`src/rtl/gol_pkg.sv`:
```
// gol_pkg: types and constants shared by the Game of Life grid-side blocks.
//   gol_state_e : serializer FSM states
//   GOL_M/N     : default grid columns/rows
//   GOL_BEAT_W  : default cells per output beat
//   gol_idx()   : flat bit index of cell (x,y) in the row-major grid vector
package gol_pkg;

    typedef enum logic {
        GOL_IDLE   = 1'b0,
        GOL_STREAM = 1'b1
    } gol_state_e;

    localparam int GOL_M      = 16;
    localparam int GOL_N      = 16;
    localparam int GOL_BEAT_W = 4;

    function automatic int gol_idx(input int x, input int y, input int m);
        return y * m + x;
    endfunction

endpackage

```
`src/rtl/gol_frame_serializer_if.sv`:
```
// gol_frame_serializer_if: valid/ready beat stream carrying grid cells.
//   valid/ready : handshake (beat moves when both are high at a rising edge)
//   data        : BEAT_W cells of one row, lowest column in bit 0
//   sof/eof     : first/last beat of the frame
//   sol/eol     : first/last beat of a row
// master = producer (serializer), slave = sink.
interface gol_frame_serializer_if
    import gol_pkg::*;
#(
    parameter int BEAT_W = GOL_BEAT_W
) ();
    logic              valid;
    logic              ready;
    logic [BEAT_W-1:0] data;
    logic              sof;
    logic              eof;
    logic              sol;
    logic              eol;

    modport master (output valid, data, sof, eof, sol, eol, input ready);
    modport slave  (input valid, data, sof, eof, sol, eol, output ready);
endinterface

```
`src/rtl/gol_xy_counter.sv`:
```
// gol_xy_counter: column/row position counter for walking a grid.
//   clk_i, reset_i : clock, synchronous active-high reset
//   clr_i          : return to (0,0); wins over adv_i
//   adv_i          : step one position (x first, then y)
//   x_o, y_o       : current position
//   x_last_o       : x is at its last value
//   y_last_o       : y is at its last value
// Stepping past (last,last) wraps to (0,0).
module gol_xy_counter
    import gol_pkg::*;
#(
    parameter int X_CNT = 4,
    parameter int Y_CNT = 16,
    parameter int XW    = (X_CNT > 1) ? $clog2(X_CNT) : 1,
    parameter int YW    = (Y_CNT > 1) ? $clog2(Y_CNT) : 1
) (
    input  logic          clk_i,
    input  logic          reset_i,
    input  logic          clr_i,
    input  logic          adv_i,
    output logic [XW-1:0] x_o,
    output logic [YW-1:0] y_o,
    output logic          x_last_o,
    output logic          y_last_o
);
    logic [XW-1:0] x_q, x_d;
    logic [YW-1:0] y_q, y_d;

    assign x_o      = x_q;
    assign y_o      = y_q;
    assign x_last_o = (x_q == XW'(X_CNT - 1));
    assign y_last_o = (y_q == YW'(Y_CNT - 1));

    always_comb begin
        x_d = x_q;
        y_d = y_q;
        if (clr_i) begin
            x_d = '0;
            y_d = '0;
        end else if (adv_i) begin
            if (x_last_o) begin
                x_d = '0;
                y_d = y_last_o ? '0 : y_q + 1'b1;
            end else begin
                x_d = x_q + 1'b1;
            end
        end
    end

    always_ff @(posedge clk_i) begin
        if (reset_i) begin
            x_q <= '0;
            y_q <= '0;
        end else begin
            x_q <= x_d;
            y_q <= y_d;
        end
    end
endmodule

```
`src/rtl/gol_frame_serializer.sv`:
```
// gol_frame_serializer: snapshots the flattened grid on request and streams it
// out row by row as BEAT_W-cell beats.
//   clk_i, reset_i : clock, synchronous active-high reset
//   state_i        : grid, cell (x,y) at bit y*M+x
//   frame_req_i    : snapshot request (honoured only when idle)
//   busy_o         : frame in progress
//   req_drop_o     : pulse, a request arrived while busy and was ignored
//   frame_done_o   : pulse, the cycle after the last beat was accepted
//   frame_cnt_o    : completed frames, wraps
//   m              : beat stream (master side)
module gol_frame_serializer
    import gol_pkg::*;
#(
    parameter int M      = GOL_M,
    parameter int N      = GOL_N,
    parameter int BEAT_W = GOL_BEAT_W,
    parameter int CNT_W  = 16
) (
    input  logic                   clk_i,
    input  logic                   reset_i,
    input  logic [N*M-1:0]         state_i,
    input  logic                   frame_req_i,
    output logic                   busy_o,
    output logic                   req_drop_o,
    output logic                   frame_done_o,
    output logic [CNT_W-1:0]       frame_cnt_o,
    gol_frame_serializer_if.master m
);
    localparam int BPR   = M / BEAT_W;
    localparam int BX_W  = (BPR > 1) ? $clog2(BPR) : 1;
    localparam int Y_W   = (N > 1) ? $clog2(N) : 1;
    localparam int IDX_W = $clog2(N * M);

    gol_state_e       state_q, state_d;
    logic [N*M-1:0]   snap_q;
    logic             done_q, done_d;
    logic             drop_q, drop_d;
    logic [CNT_W-1:0] cnt_q, cnt_d;
    logic             start;
    logic             hs;
    logic             streaming;

    logic [BX_W-1:0]   bx;
    logic [Y_W-1:0]    by;
    logic              bx_last;
    logic              by_last;
    logic [IDX_W-1:0]  beat_base;
    logic [BEAT_W-1:0] beat_data;

    gol_xy_counter #(
        .X_CNT (BPR),
        .Y_CNT (N),
        .XW    (BX_W),
        .YW    (Y_W)
    ) u_xy (
        .clk_i    (clk_i),
        .reset_i  (reset_i),
        .clr_i    (start),
        .adv_i    (hs),
        .x_o      (bx),
        .y_o      (by),
        .x_last_o (bx_last),
        .y_last_o (by_last)
    );

    assign streaming = (state_q == GOL_STREAM);
    assign hs        = streaming && m.ready;

    always_comb begin
        state_d = state_q;
        start   = 1'b0;
        done_d  = 1'b0;
        drop_d  = 1'b0;
        cnt_d   = cnt_q;
        unique case (state_q)
            GOL_IDLE: begin
                if (frame_req_i) begin
                    state_d = GOL_STREAM;
                    start   = 1'b1;
                end
            end
            GOL_STREAM: begin
                // Any request during a frame is dropped, even on the final
                // handshake; the block only re-arms once it is back in IDLE.
                drop_d = frame_req_i;
                if (hs && bx_last && by_last) begin
                    state_d = GOL_IDLE;
                    done_d  = 1'b1;
                    cnt_d   = cnt_q + 1'b1;
                end
            end
            default: state_d = GOL_IDLE;
        endcase
    end

    always_ff @(posedge clk_i) begin
        if (reset_i) begin
            state_q <= GOL_IDLE;
            snap_q  <= '0;
            done_q  <= 1'b0;
            drop_q  <= 1'b0;
            cnt_q   <= '0;
        end else begin
            state_q <= state_d;
            done_q  <= done_d;
            drop_q  <= drop_d;
            cnt_q   <= cnt_d;
            if (start) begin
                snap_q <= state_i;
            end
        end
    end

    // Beat mux: cells bx*BEAT_W .. bx*BEAT_W+BEAT_W-1 of row by.
    always_comb begin
        beat_base = IDX_W'(gol_idx(int'(bx) * BEAT_W, int'(by), M));
    end

    generate
        for (genvar gi = 0; gi < BEAT_W; gi++) begin : g_beat
            assign beat_data[gi] = snap_q[beat_base + IDX_W'(gi)];
        end
    endgenerate

    // Data and markers are forced low outside a frame so the idle/reset bus
    // is all zeros.
    assign m.valid = streaming;
    assign m.data  = streaming ? beat_data : '0;
    assign m.sol   = streaming && (bx == '0);
    assign m.eol   = streaming && bx_last;
    assign m.sof   = streaming && (bx == '0) && (by == '0);
    assign m.eof   = streaming && bx_last && by_last;

    assign busy_o       = streaming;
    assign req_drop_o   = drop_q;
    assign frame_done_o = done_q;
    assign frame_cnt_o  = cnt_q;
endmodule

```
`src/flat_wrapper.sv`:
```
// flat-port wrapper written by rule: the top's interface ports become plain ports
module gol_frame_serializer_flat import gol_pkg::*;
#(
    parameter int M      = GOL_M,
    parameter int N      = GOL_N,
    parameter int BEAT_W = GOL_BEAT_W,
    parameter int CNT_W  = 16
)
  (clk_i, reset_i, state_i, frame_req_i, busy_o, req_drop_o, frame_done_o, frame_cnt_o, m_valid, m_data, m_sof, m_eof, m_sol, m_eol, m_ready);
  gol_frame_serializer_if #(.BEAT_W(BEAT_W)) m_i ();
  input  logic clk_i;
  input  logic reset_i;
  input  logic [N*M-1:0] state_i;
  input  logic frame_req_i;
  output logic busy_o;
  output logic req_drop_o;
  output logic frame_done_o;
  output logic [CNT_W-1:0] frame_cnt_o;
  output wire logic [$bits(m_i.valid)-1:0] m_valid;
  output wire logic [$bits(m_i.data)-1:0] m_data;
  output wire logic [$bits(m_i.sof)-1:0] m_sof;
  output wire logic [$bits(m_i.eof)-1:0] m_eof;
  output wire logic [$bits(m_i.sol)-1:0] m_sol;
  output wire logic [$bits(m_i.eol)-1:0] m_eol;
  input wire logic [$bits(m_i.ready)-1:0] m_ready;
  assign m_valid = m_i.valid;
  assign m_data = m_i.data;
  assign m_sof = m_i.sof;
  assign m_eof = m_i.eof;
  assign m_sol = m_i.sol;
  assign m_eol = m_i.eol;
  assign m_i.ready = m_ready;
  gol_frame_serializer #(.M(M), .N(N), .BEAT_W(BEAT_W), .CNT_W(CNT_W)) u_core (.clk_i(clk_i), .reset_i(reset_i), .state_i(state_i), .frame_req_i(frame_req_i), .busy_o(busy_o), .req_drop_o(req_drop_o), .frame_done_o(frame_done_o), .frame_cnt_o(frame_cnt_o), .m(m_i));
endmodule
```
`config.mk`:
```
export PLATFORM = sky130hd
export DESIGN_NAME = gol_frame_serializer_flat
export DESIGN_NICKNAME = d
export VERILOG_FILES = /design/src/rtl/gol_pkg.sv /design/src/rtl/gol_frame_serializer_if.sv /design/src/rtl/gol_xy_counter.sv /design/src/rtl/gol_frame_serializer.sv /design/src/flat_wrapper.sv
export SDC_FILE = /design/constraint.sdc
export NUM_CORES = 1
export LEC_CHECK = 0
export BUFFER_PORTS_ARGS = -buffer_cell sky130_fd_sc_hd__buf_2
export CAP_MARGIN = 10
export CORE_AREA = 3 3 148 150
export DETAILED_ROUTE_END_ITERATION = 8
export DIE_AREA = 0 0 151 153
export PLACE_DENSITY = 0.77
export SETUP_SLACK_MARGIN = 0.15
export SLEW_MARGIN = 0
export SYNTH_ARGS = -nofsm -noshare
export SYNTH_HDL_FRONTEND = slang
export SYNTH_SLANG_ARGS = --single-unit
```
`constraint.sdc`:
```
create_clock -name clk_i -period 2.7 [get_ports clk_i]
set_input_delay 0.27 -clock clk_i [delete_from_list [all_inputs] [get_ports clk_i]]
set_output_delay 0.27 -clock clk_i [all_outputs]
set_load 0.005 [all_outputs]
```
* Word level (Yosys, flattened, before mapping)
Index checks and enable logic that the tools add are counted.
** Cells by class
- Add/sub/neg operators :: 7
- Order comparisons :: 4
- Equal/unequal tests :: 2
- Muxes and demuxes :: 16
- Bitwise operators :: 1
- Reduce and logical (&&, ||, !) cells :: 13
** Operators by type and width (count)
- $lt 8x9->1 const B :: 4
- $bmux 1 s8 :: 4
- $add 16x1->16 const B :: 1
- $add 8x2->8 const B :: 2
- $add 8x1->8 const B :: 1
- $add 8x4->8 :: 1
- $mux 1 :: 8
- $mux 4 :: 2
- $logic_and 1x1->1 :: 7
- $add 4x1->4 const B :: 1
- $eq 4x4->1 const B :: 1
- $logic_not 4->1 :: 1
- $reduce_and 2->1 :: 2
- $reduce_or 2->1 :: 2
- $add 2x1->2 const B :: 1
- $eq 2x2->1 const B :: 1
- $logic_not 2->1 :: 1
- $mux 2 :: 1
- $pmux 1 s2 :: 1
- $not 1->1 :: 1
** Word-level totals
- Register bits after elaboration :: 281
- Input bits :: 260
- Output and inout bits :: 28
- Word-level logic and storage cells :: 50

* Longest topological paths before layout
- Depth after elaboration :: 5
- Gate-level depth with buffers :: 8
- Gate-level depth less buffers :: 6

* By module
Synthesis repeated with hierarchy kept, for this count alone.
** Second synthesis, totals
- Cells, all modules :: 1418
- Area, all modules :: 12046.6 um^2
** Modules (own cells, without submodules)
- gol_frame_serializer :: instances 1, cells each 1387, area each 11772.5 um^2
- gol_xy_counter :: instances 1, cells each 31, area each 274.0 um^2

* Worst setup path after synthesis
OpenSTA, ideal clock, no wires.
- Kind :: reg2out
- Start :: register u_core.u_xy.x_q[0], in the netlist u_core.u_xy.x_o[0]
- End :: output port m_data[1]
- Arrival time :: 1719 ps
- Required time :: 2430 ps
- Slack :: 711 ps
- Stages on the path, launching flop included :: 8
- Cell sequence :: dfxtp_1 -> buf_6 -> buf_6 -> mux4_2 -> a22oi_1 -> o21ai_1 -> o221ai_1 -> o221ai_1
** On the way
- Word-level cells in the longest chain between the ends :: 5
** Ends and longest elaborated chain
- from (decl) :: RTL line gol_xy_counter.sv:26 : logic [XW-1:0] x_q, x_d;
- from (signal assigned) :: RTL line gol_xy_counter.sv:52 : x_q <= '0;
- from (signal assigned) :: RTL line gol_xy_counter.sv:55 : x_q <= x_d;
- $add 8x4->8 :: RTL line gol_pkg.sv:18 : return y * m + x;
- $add 8x1->8 :: RTL line gol_frame_serializer.sv:121 : assign beat_data[gi] = snap_q[beat_base + IDX_W'(gi)];
- $bmux 1 s8 :: RTL line gol_frame_serializer.sv:121
- $mux 1 (implied by the code) :: RTL line gol_frame_serializer.sv:121
- $mux 4 :: RTL line gol_frame_serializer.sv:128 : assign m.data = streaming ? beat_data : '0;
- to (decl) :: RTL line flat_wrapper.sv:20 : output wire logic [$bits(m_i.data)-1:0] m_data;
No other way between the ends. The select of a mux whose other input is x is not followed.

* Worst setup path after layout
- Start :: register u_core.u_xy.x_q[0], in the netlist u_core.u_xy.x_o[0]
- End :: output port m_data[0]
** On the way
- Word-level cells in the longest chain between the ends :: 4
** Ends and longest elaborated chain (RTL line)
- $add 8x4->8 :: gol_pkg.sv:18
- $bmux 1 s8 :: gol_frame_serializer.sv:121
- $mux 1 (implied by the code) :: gol_frame_serializer.sv:121
- $mux 4 :: gol_frame_serializer.sv:128
No other way between the ends. The select of a mux whose other input is x is not followed.

==> results_dict.tcl <==
set metrics [dict create \
    holdWs_ns 0.0300 \
    report.final.slew_viol_count 0 \
    grt_pass1_vias 10755 \
    relSlewSlack_pct 47.9 \
    final.setup.worst_slack_ns -0.122 \
    die-area_um2 23100 \
    hpwl_mm 20.8 \
    ys.flop_type "dfxtp_1" \
    first_pass_iters 7 \
    p_per_area_nw_per_um2 619 \
    worstPathArrival_ns 2.55 \
    syn_area_per_cell_um2 12.1 \
    num_rows 53 \
    antenna_found_initial 1 \
    min_period_ns 2.82 \
    crit_path_max_incr_delay_ns 0.53 \
    power_leakage_nw 7.03 \
    cp.depth 9 \
    status "finished with violations" \
    synth_nets 1172 \
    vias_per_cell 5.98 \
    ys_seq_area_share_pct 51.4 \
    grt_pass1_wl_mm 60.3 \
    worstSetupPathType "flop to output pin" \
    layout_commonest_cell "buf_2" \
    die_h_um 153 \
    peakVddDrop_uv 757 \
    setup_violations 4 \
    clock.fmax_mhz 354 \
    synth_top_area_cell "dfxtp_1" \
    rsz0062_at_grt "yes" \
    area.growth.synth_to_final_pct 51.1 \
    grt_overflow_total 0 \
    r2r_cells 8 \
    startpoint "u_core.u_xy.x_o[0]" \
    cts.reportedPaths.clkPinSlew_ns 0.06 \
    clock-sinks 281 \
    crit_buf_inv 4 \
    clock_path_buffers 3 \
    portBuffers 287 \
    ant_nets 0 \
    reg2reg_from "u_core.u_xy.x_o[0]" \
    drive_above_1_share_pct 31.8 \
    numCtsBuffers 29 \
    clk_latency_ns 0.55 \
    critPathRequiredTime_ns 2.43 \
    synth.distinct_cells 38 \
    drt_iter0_drc 785 \
    synth-edff-count 0 \
    synth_warnings 0 \
    tightest_slew_ns 0.779 \
    start_util_pct 52.5 \
    synth_area_leaders "dfxtp_1 (51%), a22o_1 (20%), mux4_2 (8.9%), mux4_1 (3.1%), clkbuf_1 (1.5%)" \
    track_usage_pct 33.4 \
    maxCapViolations 0 \
    fin_nets 1692 \
    wl_mm 39.8 \
    post-route-period-util_pct 105 \
    die_x_um 151 \
    crit_fanout 6 \
    syn-instance-count 907 \
    place_congestion 0.804 \
    cts_root_buffer "clkbuf_16" \
    synth.ff_latch_count 281 \
    ios 288 \
    crit_chain "buf_12, buf_12, buf_16, mux4_2, nor3_4, nor3_2, o221ai_2, o221ai_2, buf_2" \
    setup_tns_ns -0.436 \
    netlist_area_um2 10900 \
    grt_max_degree 106 \
    hold_violations 0 \
    start_kind "flop" \
    layout_common_cells "buf_2 (287), dfxtp_1 (277), a22o_1 (256), dlygate4sd3_1 (256), mux4_2 (51)" \
    cts_tree "built" \
    n_fill_cell 1188 \
    yosys.area.top_type_share_pct 51.4 \
    coreArea_um2 20800 \
    path_delay_family "multiplexers" \
    synth-async-reset-ratio_pct 0 \
    cpMaxStageDelayCell "mux4_2" \
    vias 10317 \
    violations "setup timing" \
    wire_per_inst_um 23.1 \
    hp-class "input pin to flop" \
    drc 0 \
    cp-end-kind "output pin" \
    critPathCapture "m_data[0]" \
    regToRegEndpoint "u_core.frame_cnt_o[15]" \
    finClkSkew_ns 0.0173 \
    htreeDepth 1 \
    reg2reg_setup_slack_ns 0.37 \
]
[cell families (layout without fill, tap and decap cells)]
kind of cell	Yosys count	after routing	synth area share [%]
AO/OA/AOI/OAI	317	317	24.1
flip-flops	281	281	51.4
AND/OR/NAND/NOR	128	128	5.59
buffers and inverters	95	637	4.16
multiplexers	69	69	13.2
XOR/XNOR	12	12	0.961
adder cells (fa/ha/maj)	5	5	0.572
other	0	2	0
[worst min-delay path, delay by kind of cell]
family          cells  cell delay, ns
buf+inv             1            0.11
simple gates        1            0.07
compound gates      1            0.06
[layer usage]
layer | vias up | part of all wire [%] | global-route usage [%]
met5 | - | 0 | 0
met4 | 0 | 4.6 | 13.9
met3 | 124 | 7.4 | 5.84
met2 | 613 | 51 | 59.8
met1 | 4996 | 37 | 39.1
li1 | 4584 | - | -
[stage by stage]
stage | util (%) | setup WS, ns | instances | instance area, um^2 | total power, mW
after floorplan | - | 0.711 | 907 | 10900 | 5.19
after global placement | 60.3 | 0.357 | 1400 | 12600 | 5.58
after detailed placement | 60.3 | 0.283 | 1400 | 12600 | 5.59
after CTS | 79.1 | -0.140 | 1722 | 16500 | 10.1
after global routing | 79.4 | -0.249 | 1725 | 16500 | 10.5
final | 79.4 | -0.122 | 1726 | 16500 | 10.2
[worst min-delay path by stage]
stage                               to                from  slack, ns  depth (start not counted)
floorplan            u_core.req_drop_o         frame_req_i       0.38                          2
global placement    u_core.snap_q[144]  u_core.snap_q[144]       0.45                          1
detailed placement  u_core.snap_q[209]  u_core.snap_q[209]       0.46                          1
CTS                 u_core.u_xy.x_o[1]             m_ready      0.004                          3
global route        u_core.u_xy.x_o[1]             m_ready       0.03                          3
finish              u_core.u_xy.x_o[1]             m_ready       0.03                          3
[final cells by class]
| cell class | instances | area (um^2) | share of cell area (%) |
|---|---|---|---|
| tap | 275 | 344 | 2.08 |
| timing repair buffer | 576 | 4480 | 27.1 |
| clock inverter | 15 | 185 | 1.12 |
| sequential | 281 | 5640 | 34.1 |
| clock buffer | 38 | 841 | 5.09 |
| antenna | 2 | 5.00 | 0.0303 |
| multi-input combinational | 531 | 5010 | 30.3 |
| inverter | 8 | 30.0 | 0.182 |
[where the power goes]
part           internal [mW]  leakage (nW)  total [mW]  switching (mW)
sequential              4.42          2.31        4.62           0.193
combinational          0.789          4.20        1.35           0.556
clock                   2.58         0.518        4.28            1.70
total                   7.79          7.03        10.2            2.45
[flip-flops by register name (all words and copies together) (netlist names)]
register             count
u_core.frame_cnt_o      16
u_core.u_xy.y_o          4
u_core.busy_o            1
u_core.u_xy.x_o          2
u_core.snap_q          256
u_core.frame_done_o      1
u_core.req_drop_o        1
[synthesized netlist by cell type (2+ instances only)]
master and instances:
or3_1 6, buf_6 5, ha_1 5, nand2b_1 5
a22o_1 256, dfxtp_1 281, and2_1 5, nor3_1 14
buf_2 20, xor2_1 4, o221ai_1 8, a2111oi_0 8
and3_1 4, mux2i_1 13, o21ai_0 11, nor2b_1 10
mux4_1 13, inv_1 8, a22oi_1 4, a21oi_1 18
clkbuf_1 45, nand3_1 5, mux4_2 43, a211oi_1 8
buf_12 2, o21ai_1 3, nand4_1 5, xnor2_1 8
buf_1 14, nor2_1 32, nand2_1 37
[repair_timing]
item / in CTS / in global routing
hold endpoints to repair: 256 / 0
hold buffers: 256 / 0
pin swaps: 8 / 8
buffers inserted: 8 / 3
gates resized for setup: 44 / 21
endpoints found under the setup margin: 4 / 6
gates cloned: 5 / 0
No activity file was read; power rests on OpenSTA's default activity.
